$ cat config.mk
export PLATFORM = sky130hd
export DESIGN_NAME = lvds_input_axi_write
export DESIGN_NICKNAME = d
export VERILOG_FILES = /design/src/rtl/lvds_input_axi_write.sv
export SDC_FILE = /design/constraint.sdc
export NUM_CORES = 1
export LEC_CHECK = 0
export ABC_AREA = 1
export BUFFER_PORTS_ARGS = -buffer_cell sky130_fd_sc_hd__buf_2
export CAP_MARGIN = 20
export CORE_UTILIZATION = 42
export CTS_BUF_LIST = sky130_fd_sc_hd__clkbuf_8
export DETAILED_ROUTE_END_ITERATION = 10
export PLACE_DENSITY = 0.82
export SETUP_SLACK_MARGIN = 0.3
export SYNTH_ARGS = -nofsm -noshare
export SYNTH_HDL_FRONTEND = slang
export SYNTH_SLANG_ARGS = --single-unit
$ cat constraint.sdc
create_clock -name ACLK -period 1.45 [get_ports ACLK]
set_input_delay 0.145 -clock ACLK [delete_from_list [all_inputs] [get_ports ACLK]]
set_output_delay 0.145 -clock ACLK [all_outputs]
set_load 0.02 [all_outputs]
$ cat src/rtl/lvds_input_axi_write.sv
// AXI4-Lite write slave for the LVDS input CR/SR/DSIZE registers; 3-cycle minimum transaction, one outstanding write, B held until BREADY.
// Define LVDS_INPUT_WSTRB_EN to honour WSTRB byte lanes; otherwise every write updates the full register.
module lvds_input_axi_write #(
  parameter logic [31:0] DSIZE_RESET = 32'd0
) (
  input  logic        ACLK,
  input  logic        ARESETN,
  input  logic [31:0] AWADDR,
  input  logic        AWVALID,
  output logic        AWREADY,
  input  logic [31:0] WDATA,
  input  logic [3:0]  WSTRB,
  input  logic        WVALID,
  output logic        WREADY,
  output logic [1:0]  BRESP,
  output logic        BVALID,
  input  logic        BREADY,
  output logic        cr_test,
  output logic        cr_rt,
  output logic [31:0] dsize,
  output logic        sr_pc_clr
);

  typedef enum logic [1:0] {S_IDLE, S_WRITE, S_RESP} state_t;

  localparam logic [7:0] ADDR_CR    = 8'h00;
  localparam logic [7:0] ADDR_SR    = 8'h04;
  localparam logic [7:0] ADDR_DSIZE = 8'h08;

  state_t      state_q;
  logic        awready_q, wready_q, bvalid_q;
  logic        cr_test_q, cr_test_d;
  logic        cr_rt_q, cr_rt_d;
  logic [31:0] dsize_q, dsize_d;
  logic        sr_pc_clr_q, sr_pc_clr_d;
  logic [3:0]  lane_en;
  logic        unused_ok;

`ifdef LVDS_INPUT_WSTRB_EN
  assign lane_en = WSTRB;
`else
  assign lane_en = 4'hF;
`endif

  assign unused_ok = ^{AWADDR[31:8], WSTRB};

  always_ff @(posedge ACLK or negedge ARESETN) begin
    if (!ARESETN) begin
      state_q   <= S_IDLE;
      awready_q <= 1'b0;
      wready_q  <= 1'b0;
      bvalid_q  <= 1'b0;
    end else begin
      case (state_q)
        S_IDLE: begin
          // AW and W are taken together or not at all.
          if (AWVALID && WVALID) begin
            state_q   <= S_WRITE;
            awready_q <= 1'b1;
            wready_q  <= 1'b1;
          end
        end
        S_WRITE: begin
          state_q   <= S_RESP;
          awready_q <= 1'b0;
          wready_q  <= 1'b0;
          bvalid_q  <= 1'b1;
        end
        S_RESP: begin
          if (BREADY) begin
            state_q  <= S_IDLE;
            bvalid_q <= 1'b0;
          end
        end
        default: begin
          state_q   <= S_IDLE;
          awready_q <= 1'b0;
          wready_q  <= 1'b0;
          bvalid_q  <= 1'b0;
        end
      endcase
    end
  end

  always_comb begin
    cr_test_d   = cr_test_q;
    cr_rt_d     = cr_rt_q;
    dsize_d     = dsize_q;
    sr_pc_clr_d = 1'b0;
    if (state_q == S_WRITE) begin
      case (AWADDR[7:0])
        ADDR_CR: begin
          if (lane_en[0]) begin
            cr_test_d = WDATA[0];
            cr_rt_d   = WDATA[1];
          end
        end
        ADDR_SR: sr_pc_clr_d = lane_en[0] & WDATA[0];
        ADDR_DSIZE: begin
          for (int k = 0; k < 4; k++) begin
            if (lane_en[k]) dsize_d[8*k +: 8] = WDATA[8*k +: 8];
          end
        end
        default: ;
      endcase
    end
    // Capture size is word-granular.
    dsize_d[1:0] = 2'b00;
  end

  always_ff @(posedge ACLK or negedge ARESETN) begin
    if (!ARESETN) begin
      cr_test_q   <= 1'b0;
      cr_rt_q     <= 1'b0;
      dsize_q     <= {DSIZE_RESET[31:2], 2'b00};
      sr_pc_clr_q <= 1'b0;
    end else begin
      cr_test_q   <= cr_test_d;
      cr_rt_q     <= cr_rt_d;
      dsize_q     <= dsize_d;
      sr_pc_clr_q <= sr_pc_clr_d;
    end
  end

  assign AWREADY   = awready_q;
  assign WREADY    = wready_q;
  assign BVALID    = bvalid_q;
  assign BRESP     = 2'b00;
  assign cr_test   = cr_test_q;
  assign cr_rt     = cr_rt_q;
  assign dsize     = dsize_q;
  assign sr_pc_clr = sr_pc_clr_q;

endmodule

# ---- Word-level counts from Yosys, hierarchy flattened
# Index checks and enable logic that the tools add are counted.
dict set report totals {
  ff_bits 37
  in_bits 73
  out_inout_bits 40
  wordCells 32
}
dict set report classes {
  eq_ne 6
  n_mux 9
  n_bitwise 2
  reduce_logical 8
}
# cell n
set op_table {}
lappend op_table {{$reduce_and A2 Y1} 5}
lappend op_table {{$eq A8 B3 Y1 const B} 1}
lappend op_table {{$eq A8 B4 Y1 const B} 1}
lappend op_table {{$logic_not A8 Y1} 1}
lappend op_table {{$pmux W2 S3} 1}
lappend op_table {{$mux W1} 4}
lappend op_table {{$mux W2} 2}
lappend op_table {{$ne A2 B2 Y1 const B} 2}
lappend op_table {{$pmux W1 S3} 1}
lappend op_table {{$eq A2 B1 Y1 const B} 1}
lappend op_table {{$eq A2 B2 Y1 const B} 1}
lappend op_table {{$logic_not A2 Y1} 1}
lappend op_table {{$not A1 Y1} 2}
lappend op_table {{$pmux W1 S2} 1}
lappend op_table {{$logic_and A1 B1 Y1} 1}

# ---- Logic depth before layout (Yosys ltp)
dict set report depth {
  ltp_word 3
  depth_mapped 7
}

# ---- Least setup slack after synthesis
# OpenSTA, ideal clock, no wires.
dict set report synth_timing {
  kind {reg2reg}
  start {register state_q[1]}
  end {register dsize_q[10], in the netlist dsize[10]}
  arrival_time_ns 1.027
  required_time_ns 1.333
  path_slack_ns 0.306
  path_stages_with_launch 8
  path_cell_list {dfrtp_1 > inv_1 > nand2_1 > nor2_2 > nand3_2 > buf_6 > nand2_1 > nand2_1}
}
dict set report synth_between {
  elab_chain_len 2
}
# element line_no
set synth_lines {}
lappend synth_lines {{from (decl)} 30} ;# state_t state_q;
lappend synth_lines {{from (signal assigned)} 49} ;# state_q <= S_IDLE;
lappend synth_lines {{from (signal assigned)} 58} ;# state_q <= S_WRITE;
lappend synth_lines {{from (signal assigned)} 64} ;# state_q <= S_RESP;
lappend synth_lines {{$eq A2 B1 Y1} 90} ;# if (state_q == S_WRITE) begin
lappend synth_lines {{$reduce_and A2 Y1 (no source line)} --}
lappend synth_lines {{to (signal assigned)} 115} ;# dsize_q <= {DSIZE_RESET[31:2], 2'b00};
lappend synth_lines {{to (signal assigned)} 120} ;# dsize_q <= dsize_d;
lappend synth_lines {{to (decl)} 34} ;# logic [31:0] dsize_q, dsize_d;
# No other way between the ends.
# A chain may end at the register's enable or synchronous reset.

# ---- Worst setup path in the final report
dict set report layout_timing {
  start {register state_q[1]}
  end {register dsize_q[23], in the netlist dsize[23]}
}
# The elaborated chain is that of the path after synthesis.

==> results.toml <==
[pwr]
p_per_area_nw_per_um2 = 925.3
p_int_mw = 1.559
power_frac_seq = 0.530
swShare = 0.2438
power_frac_comb = 0.142
p_leak_nw = 1.382
switchingPower_mw = 0.5028
clkPwrFrac = 0.327
power_mw = 2.062
ir_drop_v = 0.0005770

[critical_path]
cp_max_fo = 15
crit_path_start_kind = "flip-flop"
arrival_ns = 1.43
worstSetupEndpointType = "flip-flop"
required_ns = 1.66
path_class = "reg -> reg"

[detailed_routing]
wirelength_mm = 3.396
avgViaCountPerCell = 4.550
firstDrtPassIters = 4
postRouteAntennaNets = 0
initialDrtViolationCount = 74
wire_per_inst_microns = 10.68
drc = 0
vias = 1447

[synthesis]
synth_cells = 181
synth_area_sq_um = 1608
ys_seq_elements = 37
synth_cell_types = 15
yosys_warnings = 0
ys_seq_area_frac = 0.5759
synth.avg_cell_area_sq_um = 8.883

[floorplan]
core_area_sq_um = 3661
dieWidth_microns = 63.87
die_y_microns = 63.87
row_count = 22
io_pins = 113
dieArea_sq_um = 4079
start_util = 0.4392

[cells_and_area]
final_area_sq_um = 2228
fin_cells = 318
final_common_cell = "buf_2"
multi_input_area_sq_um = 561.8
fillers = 331
mostFrequentLayoutCells = "80 x buf_2, 73 x nand2_1, 37 x dfrtp_1, 35 x nand3_1, 7 x inv_1"
fin_nets = 343
syn_to_final_growth_pct = 38.60
n_antenna_cell = 0
layout-drive-gt1-share = 0.3926
layout.area.seq_sq_um = 925.9

[clock_network]
clock_path_buffers = 2
cts_max_level = 2
cts_tree = "yes"
cts_num_sinks = 37
clk_latency_ns = 0.27
numCtsBuffers = 5
clk_pin_slew_ns = 0.07
root_buffer = "clkbuf_8"

[place]
post-place-cells = 305
gp_congestion = 0.7109
port_buffers = 80
dpl_cell_area_sq_um = 2037
hpwl_mm = 2.438

[timing]
hold_violations = 0
holdWs_ns = 0.09812
fmaxAchievable_mhz = 818.2
finalSetupViolations = 0
rsz0062_at_grt = "true"
finalSetupTns_ns = 0
fin_crit_sh = 0.8429
worst_clock_skew_ns = 0.005576
min_period_ns = 1.222
finalMaxSlewViolations = 0

[grt]
grt.overflow.total = 0
antenna_found_initial = 0
grt_max_degree = 38
grt_pass1_wl_mm = 5.934
grt_usage = 0.1860
grt_pass1_vias = 1361

[min_path]
hold_path.class = "in -> reg"

[job]
max-cap-violations = 0

[status]
status = "completed"
## per-stage QoR
| stage | worst slack [ns] | util |
|---|---|---|
| floorplan | 0.3056 | - |
| global placement | 0.1956 | 0.5564 |
| detailed placement | 0.1544 | 0.5564 |
| CTS | 0.2255 | 0.6077 |
| global route | 0.1182 | 0.6087 |
| finish | 0.2278 | 0.6087 |
## power groups by stage
stage | sequential (mW) | clock, mW | combinational [mW]
final | 1.09 | 0.675 | 0.293
after global routing | 1.10 | 0.750 | 0.327
after CTS | 1.09 | 0.705 | 0.297
after floorplan | 1.16 | 0 | 0.104
after global placement | 1.11 | 0 | 0.270
after detailed placement | 1.11 | 0 | 0.273
## cells in the mapped netlist
library cell,count,area share
nand2_1,74,0.17
dfrtp_1,37,0.58
nand3_1,35,0.11
buf_6,6,0.042
inv_1,6,0.014
nor2_1,6,0.014
buf_4,5,0.023
buf_2,3,0.0093
nor2_2,2,0.0078
nor2_4,2,0.014
conb_1,1,0.0023
inv_2,1,0.0023
nand2_2,1,0.0039
nand3_2,1,0.0062
nor3_1,1,0.0031
## worst max-delay path: stages (launching register included)
cell	delay, ns
dfrtp_1	0.38
buf_4	0.14
nor2_2	0.10
nand2_2	0.08
nor2_4	0.13
buf_8	0.16
nand3_1	0.09
nand2_1	0.08
## what timing repair did
action,CTS,global route
resized for setup,9,1
pin swaps,2,0
endpoints found under the hold margin,37,0
gates cloned,1,0
endpoints found under the setup margin,30,32
hold buffers,1,0
setup buffers,4,0
## final timing paths
path	cells past startpoint	from	slack [ns]	end
max in group asynchronous	3	ARESETN	0.90	dsize[23]
worst max-delay path	7	state_q[1]	0.23	dsize[23]
worst min-delay path	3	WDATA[6]	0.1	dsize[6]
min in group asynchronous	3	ARESETN	0.36	dsize[29]
worst min register to register	2	dsize[30]	0.47	dsize[30]
worst max register to register	7	state_q[1]	0.23	dsize[23]
## metal layers
metal | routed length, microns | global-route usage
met5 | 0 | 0
met4 | 15 | 0.05114
met3 | 218 | 0.03750
met2 | 1718 | 0.3285
met1 | 1443 | 0.2288
## cell type report
cell class	instances	share of cell area
flip-flops and latches	37	0.4155
repair buffers	93	0.2549
multi-input cells	126	0.2521
clock buffers	6	0.03706
well taps	48	0.02695
inverters	7	0.01179
clock inverters	1	0.001684
## sequential cells by signal, indices dropped and copies added (netlist names)
register,count
cr_rt,1
WREADY,1
sr_pc_clr,1
dsize,30
BVALID,1
state_q,2
cr_test,1
## cell families after synthesis
group / after synthesis / synth area share
buffers and inverters: 21 / 0.09104
other: 1 / 0.002332
flip-flops: 37 / 0.5759
AND/OR/NAND/NOR: 122 / 0.3307
Power figures use the tool's default switching activity.
